## src/rtl/multipack_unpacker_pkg.sv

```systemverilog
// Shared types for the packed-union unpacker: lane views of a 64-bit word,
// lane modes and the per-mode lane count.
package multipack_pkg;
    localparam int WORD_W     = 64;
    localparam int BYTE_LANES = 8;
    localparam int HALF_LANES = 4;

    typedef struct packed {
        logic [1:0][1:0][1:0] x;
    } elem_t;

    typedef union packed {
        logic [7:0][7:0]  a;
        logic [3:0][15:0] b;
        elem_t [7:0]      c;
    } word_t;

    typedef enum logic [1:0] {
        MODE_BYTE = 2'd0,
        MODE_HALF = 2'd1,
        MODE_ELEM = 2'd2,
        MODE_BAD  = 2'd3
    } lane_mode_e;

    function automatic logic [3:0] lane_count(lane_mode_e m);
        return (m == MODE_HALF) ? 4'(HALF_LANES) : 4'(BYTE_LANES);
    endfunction
endpackage

```

## src/rtl/multipack_unpacker_if.sv

```systemverilog
// Word-in / lane-out handshake bundle for multipack_unpacker.
interface multipack_unpacker_if #(parameter int OUT_W = 16);
    logic             in_valid;
    logic             in_ready;
    logic [63:0]      in_data;
    logic [1:0]       in_mode;
    logic             out_valid;
    logic             out_ready;
    logic [OUT_W-1:0] out_data;
    logic [2:0]       out_idx;
    logic             out_last;
    logic             err;

    modport master (
        output in_valid, in_data, in_mode, out_ready,
        input  in_ready, out_valid, out_data, out_idx, out_last, err
    );

    modport slave (
        input  in_valid, in_data, in_mode, out_ready,
        output in_ready, out_valid, out_data, out_idx, out_last, err
    );
endinterface

```

## src/rtl/multipack_unpacker_lane_sel.sv

```systemverilog
// Combinational lane picker: reads one lane of a word_t through the union
// view matching the mode, zero-extended to OUT_W.
module multipack_lane_sel
    import multipack_pkg::*;
#(
    parameter int OUT_W = 16
) (
    input  word_t            word,
    input  lane_mode_e       mode,
    input  logic [2:0]       idx,
    output logic [OUT_W-1:0] lane
);
    always_comb begin
        lane = '0;
        case (mode)
            MODE_HALF: lane = OUT_W'(word.b[idx[1:0]]);
            MODE_ELEM: lane = OUT_W'(word.c[idx]);
            default:   lane = OUT_W'(word.a[idx]);
        endcase
    end
endmodule

```

## src/rtl/multipack_unpacker.sv

```systemverilog
// Streams one 64-bit word_t out a lane per handshake (byte/half/element view).
// Define MULTIPACK_UNPACK_REVERSE_EN to emit lanes most-significant first.
module multipack_unpacker
    import multipack_pkg::*;
#(
    parameter int ELEM_W = 8,
    parameter int OUT_W  = 16
) (
    input logic                 clk,
    input logic                 rst,
    multipack_unpacker_if.slave bus
);
    if (ELEM_W * 8 != WORD_W) begin : g_bad_elem_w
        $error("ELEM_W must be 8");
    end
    if (OUT_W < 16) begin : g_bad_out_w
        $error("OUT_W must be at least 16");
    end

    typedef enum logic {IDLE, EMIT} state_e;

    state_e           state;
    word_t            word_q;
    lane_mode_e       mode_q;
    logic [2:0]       idx_q;
    logic             out_valid_q;
    logic [OUT_W-1:0] out_data_q;
    logic             out_last_q;
    logic             err_q;

    function automatic logic [2:0] first_idx(lane_mode_e m);
`ifdef MULTIPACK_UNPACK_REVERSE_EN
        return 3'(lane_count(m) - 4'd1);
`else
        return 3'(0 * lane_count(m));
`endif
    endfunction

    function automatic logic [2:0] last_idx(lane_mode_e m);
`ifdef MULTIPACK_UNPACK_REVERSE_EN
        return 3'(0 * lane_count(m));
`else
        return 3'(lane_count(m) - 4'd1);
`endif
    endfunction

    lane_mode_e       in_mode;
    logic             fire, in_ready, acc, load;
    logic [2:0]       step_idx, sel_idx;
    word_t            sel_word;
    lane_mode_e       sel_mode;
    logic [OUT_W-1:0] sel_lane;

    assign in_mode  = lane_mode_e'(bus.in_mode);
    assign fire     = out_valid_q & bus.out_ready;
    // Last-lane handshake reopens the input so a sustained stream has no bubble.
    assign in_ready = (state == IDLE) | (fire & out_last_q);
    assign acc      = bus.in_valid & in_ready;
    assign load     = acc & (in_mode != MODE_BAD);

`ifdef MULTIPACK_UNPACK_REVERSE_EN
    assign step_idx = idx_q - 3'd1;
`else
    assign step_idx = idx_q + 3'd1;
`endif

    // One selector serves both a fresh word and the next lane of the held word.
    assign sel_word = load ? word_t'(bus.in_data) : word_q;
    assign sel_mode = load ? in_mode : mode_q;
    assign sel_idx  = load ? first_idx(in_mode) : step_idx;

    multipack_lane_sel #(.OUT_W(OUT_W)) u_sel (
        .word (sel_word),
        .mode (sel_mode),
        .idx  (sel_idx),
        .lane (sel_lane)
    );

    always_ff @(posedge clk) begin
        if (rst) begin
            state       <= IDLE;
            word_q      <= '0;
            mode_q      <= MODE_BYTE;
            idx_q       <= '0;
            out_valid_q <= 1'b0;
            out_data_q  <= '0;
            out_last_q  <= 1'b0;
            err_q       <= 1'b0;
        end else begin
            err_q <= acc & (in_mode == MODE_BAD);
            if (load) begin
                state       <= EMIT;
                word_q      <= sel_word;
                mode_q      <= in_mode;
                idx_q       <= sel_idx;
                out_valid_q <= 1'b1;
                out_data_q  <= sel_lane;
                out_last_q  <= (sel_idx == last_idx(in_mode));
            end else if (fire) begin
                if (out_last_q) begin
                    state       <= IDLE;
                    idx_q       <= '0;
                    out_valid_q <= 1'b0;
                    out_data_q  <= '0;
                    out_last_q  <= 1'b0;
                end else begin
                    idx_q      <= sel_idx;
                    out_data_q <= sel_lane;
                    out_last_q <= (sel_idx == last_idx(mode_q));
                end
            end
        end
    end

    assign bus.in_ready  = in_ready;
    assign bus.out_valid = out_valid_q;
    assign bus.out_data  = out_data_q;
    assign bus.out_idx   = idx_q;
    assign bus.out_last  = out_last_q;
    assign bus.err       = err_q;
endmodule
```

## src/flat_wrapper.sv

```systemverilog
// flat-port wrapper written by rule: the top's interface ports become plain ports
module multipack_unpacker_flat import multipack_pkg::*;
#(
    parameter int ELEM_W = 8,
    parameter int OUT_W  = 16
)
  (clk, rst, bus_in_valid, bus_in_data, bus_in_mode, bus_out_ready, bus_in_ready, bus_out_valid, bus_out_data, bus_out_idx, bus_out_last, bus_err);
  multipack_unpacker_if #(.OUT_W(OUT_W)) bus_i ();
  input logic clk;
  input logic rst;
  input wire logic [$bits(bus_i.in_valid)-1:0] bus_in_valid;
  input wire logic [$bits(bus_i.in_data)-1:0] bus_in_data;
  input wire logic [$bits(bus_i.in_mode)-1:0] bus_in_mode;
  input wire logic [$bits(bus_i.out_ready)-1:0] bus_out_ready;
  output wire logic [$bits(bus_i.in_ready)-1:0] bus_in_ready;
  output wire logic [$bits(bus_i.out_valid)-1:0] bus_out_valid;
  output wire logic [$bits(bus_i.out_data)-1:0] bus_out_data;
  output wire logic [$bits(bus_i.out_idx)-1:0] bus_out_idx;
  output wire logic [$bits(bus_i.out_last)-1:0] bus_out_last;
  output wire logic [$bits(bus_i.err)-1:0] bus_err;
  assign bus_i.in_valid = bus_in_valid;
  assign bus_i.in_data = bus_in_data;
  assign bus_i.in_mode = bus_in_mode;
  assign bus_i.out_ready = bus_out_ready;
  assign bus_in_ready = bus_i.in_ready;
  assign bus_out_valid = bus_i.out_valid;
  assign bus_out_data = bus_i.out_data;
  assign bus_out_idx = bus_i.out_idx;
  assign bus_out_last = bus_i.out_last;
  assign bus_err = bus_i.err;
  multipack_unpacker #(.ELEM_W(ELEM_W), .OUT_W(OUT_W)) u_core (.clk(clk), .rst(rst), .bus(bus_i));
endmodule
```

## config.mk

```make
export PLATFORM = sky130hd
export DESIGN_NAME = multipack_unpacker_flat
export DESIGN_NICKNAME = d
export VERILOG_FILES = /design/src/rtl/multipack_unpacker_pkg.sv /design/src/rtl/multipack_unpacker_if.sv /design/src/rtl/multipack_unpacker_lane_sel.sv /design/src/rtl/multipack_unpacker.sv /design/src/flat_wrapper.sv
export SDC_FILE = /design/constraint.sdc
export NUM_CORES = 1
export LEC_CHECK = 0
export BUFFER_PORTS_ARGS = -buffer_cell sky130_fd_sc_hd__buf_2
export CAP_MARGIN = 15
export CORE_MARGIN = 2
export CORE_UTILIZATION = 25
export DETAILED_ROUTE_END_ITERATION = 8
export PLACE_DENSITY = 0.47
export SLEW_MARGIN = 5
export SYNTH_ARGS = -nofsm -noshare
export SYNTH_HDL_FRONTEND = slang
export SYNTH_HIERARCHICAL = 1
export SYNTH_SLANG_ARGS = --single-unit
```

## constraint.sdc

```tcl
create_clock -name clk -period 3.95 [get_ports clk]
set_clock_uncertainty 0.1 [all_clocks]
set_input_delay 0.1975 -clock clk [delete_from_list [all_inputs] [get_ports clk]]
set_output_delay 0.1975 -clock clk [all_outputs]
set_load 0.03 [all_outputs]
```

==> results.toml, run 1 <==
[status]
status = "complete, no violations"

[timing]
final-max-slew-violation-count = 0
min_period_ps = 3070
finalSetupViolations = 0
fin_crit_sh = 0.777
worst-slew-pin-transition_ps = 927
finalSetupTns_ps = 0
rsz0062_at_grt = "no"
max_freq_mhz = 326
slew_headroom = 0.379
fin_hold_ws_ps = 29.0
finalHoldViolations = 0

[critical_path]
end_kind = "flop"
critPathArrivalTime_ps = 3210
critical_path.max_fanout = 36
crit_type = "reg -> reg"
worstSetupStartpointType = "flop"
required_ps = 4090

[yosys]
synthArstFlopShare = 0
ys_top_cells_by_count = "dfxtp_1, nand2_1, a21oi_1, nand3_1, o21ai_0"
synth-simple-area-share = 0.165
synth_compound_area_frac = 0.220
synth_most_common_cell = "dfxtp_1"
synth_fa_ha_area_frac = 0.00266
muxShareOfSynthArea = 0.163
synth_nets = 605
synth_top_family_by_area = "compound AO/OA/AOI/OAI gates"
syn-cell-area_um2 = 4700
syn_avg_cell_area_um2 = 8.80
synth_top_flop_cell = "dfxtp_1"
ys.warnings.count = 6
synth_xor_area_frac = 0.00373
synth_seq_area_share = 0.375
yosys.area.top_type = "dfxtp_1"
ys_ff_latch = 88
synthDistinctLibCells = 42
synth_top_area_frac = 0.375
netlist_instances = 534
yosys-top-cells-area = "dfxtp_1, mux4_2, a21oi_1"
synth_edf_count = 0

[floorplan]
row_count = 50
dieArea_um2 = 19900
core_region_area_um2 = 18600
dieWidth_um = 141
start_util = 0.253
ios = 93
dieHeight_um = 141

[power_and_ir_drop]
p_clk_frac = 0.408
p_comb_frac = 0.197
power_switching_share = 0.274
p_per_area_nw_per_um2 = 433
switchingPower_uw = 659
vdd_drop_max_uv = 176
seqPwrFrac = 0.396
internal-power_uw = 1750
power_leakage_uw = 0.00236

[job]
maxCapViolations = 0

[clocking]
cts_buffers = 9
clock_sinks = 88
postCtsSetupRepairBufs = 0
cts_root_buf = "clkbuf_16"
clk_pin_slew_ps = 70
clock_path_buffers = 2
clock_latency_ps = 350
tritoncts = "built"
ctsHoldBuffers = 0
cts_resized = 0
cts.htree.levels = 3

[final_layout]
drive_gt1_frac = 0.257
area_delta_synth_final_pct = 18.4
utilization = 0.300
n_antenna_cell = 0
nets = 667

[drt]
routed_wl_um = 15500
wl_per_cell_um = 18.5
dr.first_iter.drc_count = 264
drtPass1Iterations = 5
drtAntennaViolNets = 0
drc = 0
viasPerCell = 5.13
vias = 4278

[placement]
port_buffers = 92
gp_congestion = 0.854
dpl.hpwl_um = 11400

[global_route]
first_global_vias = 4003
grt.overflow.total = 0
antenna_found_initial = 0
grt_use_total = 0.154
grt_pass1_wl_um = 23300
grt_max_degree = 49

[hold_path]
worst_hold_path_type = "in -> reg"
-- layout by cell type (no fill, tap or decap), types with 2 or more instances in the layout --
cell       count
a21boi_4       2
o211ai_1       2
buf_4          9
dfxtp_1       88
nor2_1         9
mux4_2        23
mux2i_1       18
nor3_1         4
o21ai_1        9
a21oi_1       67
nand2b_1       4
nor2b_1        9
bufinv_16      3
or3b_2         2
o21ai_0       55
clkbuf_1       2
a31oi_1        8
mux2_2         6
nand3_1       64
o22a_1         9
buf_2         92
xnor2_1        2
nand2_1       68
inv_1          5
clkbuf_16      9
a22o_1        16
-- registers in the layout, summed over array words and instances, names as in the netlist --
name,count
u_core/bus.out_data,16
u_core/bus.err,1
u_core/word_q,64
u_core/bus.out_idx,3
u_core/mode_q,2
u_core/bus.out_last,1
u_core/bus.out_valid,1
-- kinds of logic after synthesis --
kind of cell | count (synthesis)
DFF | 88
buffers and inverters | 56
muxes | 47
and+or+nand+nor | 167
adders and majority gates | 1
AOI/OAI and AO/OA | 173
xor gates and xnor gates | 2
-- cell type report --
| type | instances | area, um2 |
|---|---|---|
| multi-input cells | 390 | 2630 |
| inverters | 6 | 22.5 |
| fillers | 1951 | 13000 |
| repair buffers | 101 | 528 |
| clock inverters | 3 | 90.1 |
| well taps | 234 | 293 |
| flip-flops and latches | 88 | 1760 |
| clock buffers | 12 | 246 |
-- final timing paths --
path         depth (start not counted)                    start                      end  slack [ps]
min                                  3          bus_in_data[55]        u_core/word_q[55]          30
max                                  8     u_core/bus.out_valid   u_core/bus.out_data[1]         880
min reg2reg                          1  u_core/bus.out_data[13]  u_core/bus.out_data[13]         370
max reg2reg                          8     u_core/bus.out_valid   u_core/bus.out_data[1]         880
-- through the flow --
stage	std cells	setup WS (ps)	area (um2)	total power, uW
6_report	834	880	5570	2410
4_1_cts	834	896	5570	2430
2_1_floorplan	534	1170	4700	1310
3_3_place_gp	819	1000	5230	1440
5_1_grt	834	724	5570	2510
3_5_place_dp	819	908	5230	1450
-- worst max-delay path, stage by stage, from the launching register on --
cell and delay (ps):
dfxtp_1 530, a21boi_4 280, inv_2 270, buf_4 360, nand3_1 160, nand2_1 80
mux4_2 470, mux4_2 490, a22o_1 210
-- power by group through the flow --
| stage | combinational [uW] | clock [uW] | sequential, uW |
|---|---|---|---|
| floorplan | 319 | 0 | 990 |
| global placement | 466 | 0 | 973 |
| detailed placement | 472 | 0 | 974 |
| CTS | 474 | 1010 | 954 |
| global route | 514 | 1040 | 958 |
| finish | 474 | 982 | 954 |
-- metal layers --
layer,routed length (um),vias to the layer above,part of all wire,track usage
li1,-,2068,-,-
met1,7460,2058,0.48,0.218
met2,6890,136,0.45,0.229
met3,861,16,0.056,0.0387
met4,252,0,0.016,0.0495
met5,0,-,0,0
(Power assumes the default switching activity.)
==> run 2: changes to the inputs <==
--- a/config.mk
+++ b/config.mk
@@ -10,7 +10,7 @@
 export CORE_MARGIN = 2
 export CORE_UTILIZATION = 25
 export DETAILED_ROUTE_END_ITERATION = 8
-export PLACE_DENSITY = 0.47
+export PLACE_DENSITY = 0.49
 export SLEW_MARGIN = 5
 export SYNTH_ARGS = -nofsm -noshare
 export SYNTH_HDL_FRONTEND = slang
==> constraint.sdc (replaced) <==
create_clock -name clk -period 2.8 [get_ports clk]
set_clock_uncertainty 0.1 [all_clocks]
set_input_delay 0.14 -clock clk [delete_from_list [all_inputs] [get_ports clk]]
set_output_delay 0.14 -clock clk [all_outputs]
set_load 0.03 [all_outputs]
==> run 2 against run 1 <==
Final cell count increased by 6.7%. First-iteration DRC count increased by 2.7%. Combinational power increased by 58%. Sequential share of layout area decreased by 3.0 points. Critical path depth increased by 4. Sequential power increased by 40%. Clock power increased by 25%. Global-route usage increased by 0.071 points. Critical path type is now in -> reg. Critical endpoint is now u_core/bus.out_data[2]. Flip-flop and latch count unchanged. Non-clock buffer count increased by 55. Utilization increased by 3.1 points. Final area increased by 10%.
==> results.toml, run 2 (synthesis gave the netlist of run 1 again) <==
[status]
status = "complete, no violations"

[power_and_ir_drop]
vdd_drop_max_uv = 323
power_leakage_uw = 0.00260
finalPower_uw = 3320
p_per_area_nw_per_um2 = 541

[drt]
vias = 4505
drtAntennaViolNets = 0
drtPass1Iterations = 5
wl_per_cell_um = 17.3
routed_wl_um = 15400
dr.first_iter.drc_count = 271
viasPerCell = 5.06
drc = 0

[critical_path]
ff2ff_setup_slack_ps = 150
r2r_start = "u_core/bus.out_valid"
worstSetupStartpointType = "primary input"
crit_type = "in -> reg"
required_ps = 3000
critPathArrivalTime_ps = 2880
critical_path.max_fanout = 27
end_kind = "flop"
crit_start = "bus_in_mode[0]"
reg2reg_depth = 8
worstReg2RegEnd = "u_core/bus.out_data[1]"

[final_layout]
area_delta_synth_final_pct = 30.6
final_cell_mix = "buf_2, dfxtp_1, nand2_1"
top_register = "u_core/word_q"
nFillCells = 1952
n_antenna_cell = 0
nets = 722
layout_commonest_cell = "buf_2"
final_cell_area_um2 = 6140
largest_reg_flops = 64
drive_gt1_frac = 0.253

[global_route]
first_global_vias = 4131
grt_pass1_wl_um = 23500
grt_use_total = 0.154
antenna_found_initial = 0
grt.overflow.total = 0
grt_max_degree = 65

[timing]
worst-slew-pin-transition_ps = 794
finalHoldViolations = 0
rsz0062_at_grt = "no"
worst_slack_ps = 112
max_freq_mhz = 372
fin_hold_ws_ps = 5.08
final-max-slew-violation-count = 0
finalSetupViolations = 0
min_period_ps = 2690
finalSetupTns_ps = 0
slew_headroom = 0.471
fin_crit_sh = 0.960

[clocking]
cts.htree.levels = 3
cts_buffers = 9
tritoncts = "built"
clk_pin_slew_ps = 70
clock_latency_ps = 350
clock_sinks = 88
cts_root_buf = "clkbuf_16"
clock_path_buffers = 2

[floorplan]
ios = 93
start_util = 0.253
dieHeight_um = 141
row_count = 50
core_region_area_um2 = 18600
dieArea_um2 = 19900
dieWidth_um = 141

[hold_path]
whs_path_depth = 3
min_from = "bus_in_data[33]"
whs_endpoint = "u_core/word_q[33]"
worst_hold_path_type = "in -> reg"

[placement]
place_ws_ps = 141
dpl.hpwl_um = 11300
port_buffers = 92
placed_area_um2 = 5370
gp_congestion = 0.883

[job]
maxCapViolations = 0
run 2: changes by cell type in the layout (fill, tap and decap cells not counted):
cell / delta
dlygate4sd3_1: +44
buf_12: +7
buf_4: +4
o21ai_0: -3
o21ai_1: +3
bufinv_16: -2
clkinvlp_4: +2
clkinv_4: +1
run 2: cell type report:
| class | instances | area [um2] | area share |
|---|---|---|---|
| inverters | 6 | 22.5 | 0.00367 |
| clock buffers | 12 | 246 | 0.0401 |
| well taps | 234 | 293 | 0.0477 |
| repair buffers | 156 | 1140 | 0.185 |
| clock inverters | 4 | 53.8 | 0.00876 |
| flip-flops and latches | 88 | 1760 | 0.287 |
| multi-input cells | 390 | 2630 | 0.427 |
run 2: how the worst max path moves through the flow:
stage	cells after the start	end	slack, ps
after floorplan	11	u_core/bus.out_data[4]	20
after global placement	6	u_core/bus.out_data[4]	200
after detailed placement	6	u_core/bus.out_data[1]	140
after CTS	8	u_core/bus.out_data[1]	40
after global routing	9	u_core/bus.out_data[4]	20
final	12	u_core/bus.out_data[2]	110
run 2: power breakdown:
part | switching (uW) | internal [uW] | leakage [uW]
Sequential | 22.4 | 1320 | 0.000719
Combinational | 425 | 325 | 0.00174
Clock | 511 | 718 | 0.000139
run 2: metal layers:
metal / GRT usage / up-vias / share of wire
met3: 0.0323 / 15 / 0.061
met5: 0 / - / 0
met4: 0.0542 / 0 / 0.021
met1: 0.217 / 2167 / 0.46
met2: 0.235 / 143 / 0.45
li1: - / 2180 / -
run 2: through the flow:
stage,utilization,std cells
2_1_floorplan,-,534
3_3_place_gp,0.289,828
3_5_place_dp,0.289,828
4_1_cts,0.329,888
5_1_grt,0.331,890
6_report,0.331,890
run 2: timing repair:
item,CTS,global route
setup endpoints to repair,0,12
endpoints found under the hold margin,43,0
hold buffers,44,0
setup buffers,0,2
gates resized for setup,0,3
run 2: worst max-delay path, cell delays in order:
cell,delay (ps)
dlygate4sd3_1,530
buf_2,160
a21bo_4,300
nor2_1,300
nor2b_4,80
buf_12,160
buf_4,150
buf_12,160
mux2i_1,130
o22a_1,210
a31oi_1,360
a22o_1,180
==> run 3: changes to the inputs <==
--- a/config.mk
+++ b/config.mk
@@ -8,9 +8,9 @@
 export BUFFER_PORTS_ARGS = -buffer_cell sky130_fd_sc_hd__buf_2
 export CAP_MARGIN = 15
 export CORE_MARGIN = 2
-export CORE_UTILIZATION = 25
+export CORE_UTILIZATION = 50
 export DETAILED_ROUTE_END_ITERATION = 8
-export PLACE_DENSITY = 0.49
+export PLACE_DENSITY = 0.81
 export SLEW_MARGIN = 5
 export SYNTH_ARGS = -nofsm -noshare
 export SYNTH_HDL_FRONTEND = slang
==> run 3 against run 2 <==
Final area fell by 2.1%. Register-to-register slack got worse by 20 ps. Maximum frequency rose by 0.80%. Via count rose by 4.6%. Power fell by 7.4%. First-iteration DRC count rose by 60%. Hold slack improved by 9.8 ps. Largest cell class unchanged. Utilization rose by 32 points. Highest routed layer unchanged. Combinational power barely moved. Flip-flop and latch count did not move. Clock power fell by 20%. Sequential power barely moved.
==> results.toml, run 3 (synthesis gave the netlist of run 1 again) <==
[power_and_ir_drop]
p_per_area_nw_per_um2 = 512
vdd_drop_max_uv = 242
power_leakage_uw = 0.00262

[placement]
dpl.hpwl_um = 9310
port_buffers = 92
gp_congestion = 0.915
place_ws_ps = 133

[timing]
final-max-slew-violation-count = 0
fin_crit_sh = 0.952
rsz0062_at_grt = "no"
finalSetupViolations = 0
slew_headroom = 0.496
worst_slack_ps = 134
min_period_ps = 2670
finalSetupTns_ps = 0
finalHoldViolations = 0
worst-slew-pin-transition_ps = 756
max_freq_mhz = 375

[hold_path]
whs_endpoint = "u_core/word_q[7]"
min_from = "bus_in_data[7]"
worst_hold_path_type = "in -> reg"
whs_path_depth = 3

[critical_path]
worstReg2RegEnd = "u_core/bus.out_data[0]"
end_kind = "flop"
critPathArrivalTime_ps = 2830
critical_path.max_fanout = 37
ff2ff_setup_slack_ps = 130
reg2reg_depth = 8
worstSetupStartpointType = "flop"
r2r_start = "u_core/bus.out_last"
required_ps = 2970
crit_type = "reg -> reg"

[clocking]
clk_pin_slew_ps = 80
tritoncts = "built"
cts_resized = 0
clock_path_buffers = 2
cts.htree.levels = 3
clock_latency_ps = 370
clock_sinks = 88
cts_buffers = 9
cts_root_buf = "clkbuf_8"

[final_layout]
area_delta_synth_final_pct = 27.9
largest_reg_flops = 64
drive_gt1_frac = 0.247
layout_commonest_cell = "buf_2"
top_register = "u_core/word_q"
regArea_um2 = 1760
n_antenna_cell = 0
nets = 735
nFillCells = 721
multiInputGateArea_um2 = 2630
final_cell_mix = "buf_2, dfxtp_1, nand2_1"

[drt]
dr.first_iter.drc_count = 433
drtAntennaViolNets = 0
drtPass1Iterations = 8
routed_wl_um = 14100
wl_per_cell_um = 18.1
vias = 4712
viasPerCell = 6.05
drc = 0

[job]
maxCapViolations = 0

[floorplan]
start_util = 0.511
dieWidth_um = 101
row_count = 35
dieArea_um2 = 10200
core_region_area_um2 = 9200
dieHeight_um = 101
ios = 93

[global_route]
grt.overflow.total = 0
grt_pass1_wl_um = 22200
first_global_vias = 4446
antenna_found_initial = 0
grt_max_degree = 69
grt_use_total = 0.281

[status]
status = "complete, no violations"
-- run 3: final cells by class --
type | instances | area share
multi-input combinational | 390 | 0.436
sequential | 88 | 0.293
timing repair buffer | 169 | 0.207
clock buffer | 12 | 0.0258
tap | 111 | 0.0231
clock inverter | 3 | 0.0108
inverter | 6 | 0.00374
-- run 3: critical path, cell delays in order (launching register included) --
cell,delay [ps]
dfxtp_1,370
a21boi_4,270
inv_2,90
buf_4,260
a31oi_1,270
nor2_1,70
or2b_2,450
mux4_2,470
a22o_1,200
-- run 3: how the worst max path moves through the flow --
stage | cells past startpoint | end | slack (ps) | from
CTS | 6 | u_core/bus.out_data[0] | 140 | u_core/bus.out_last
global route | 8 | u_core/bus.out_data[1] | 3 | u_core/bus.out_last
detailed placement | 7 | u_core/bus.out_data[1] | 130 | bus_in_valid
finish | 8 | u_core/bus.out_data[0] | 130 | u_core/bus.out_last
floorplan | 11 | u_core/bus.out_data[4] | 20 | u_core/bus.out_valid
global placement | 7 | u_core/bus.out_data[0] | 190 | bus_in_valid
-- run 3: repair_timing --
action	in CTS	in global routing
endpoints found under the setup margin	0	5
endpoints found under the hold margin	57	0
buffers inserted	0	2
hold buffers	58	0
-- run 3: power by group --
part / leakage, uW / switching, uW / internal [uW] / total [uW]
clock: 0.000112 / 441 / 546 / 986
combinational: 0.00179 / 415 / 332 / 747
sequential: 0.000719 / 24.4 / 1320 / 1340
total: 0.00262 / 880 / 2200 / 3080
-- run 3: metal layers --
| layer | vias to the layer above | routed length, um | global-route usage | part of all wire |
|---|---|---|---|---|
| met5 | - | 0 | 0 | 0 |
| met4 | 0 | 812 | 0.173 | 0.058 |
| li1 | 2206 | - | - | - |
| met2 | 240 | 6390 | 0.440 | 0.45 |
| met1 | 2208 | 5970 | 0.367 | 0.42 |
| met3 | 58 | 938 | 0.0430 | 0.066 |
-- run 3: stage by stage --
step	utilization	instance area (um2)	cells	hold slack (ps)	power, uW
after global routing	0.654	6010	779	22.4	3200
after detailed placement	0.564	5190	704	316	2030
after floorplan	-	4700	534	159	1850
after global placement	0.564	5190	704	316	2010
final	0.654	6010	779	14.8	3080
after CTS	0.651	5990	777	8.72	3060
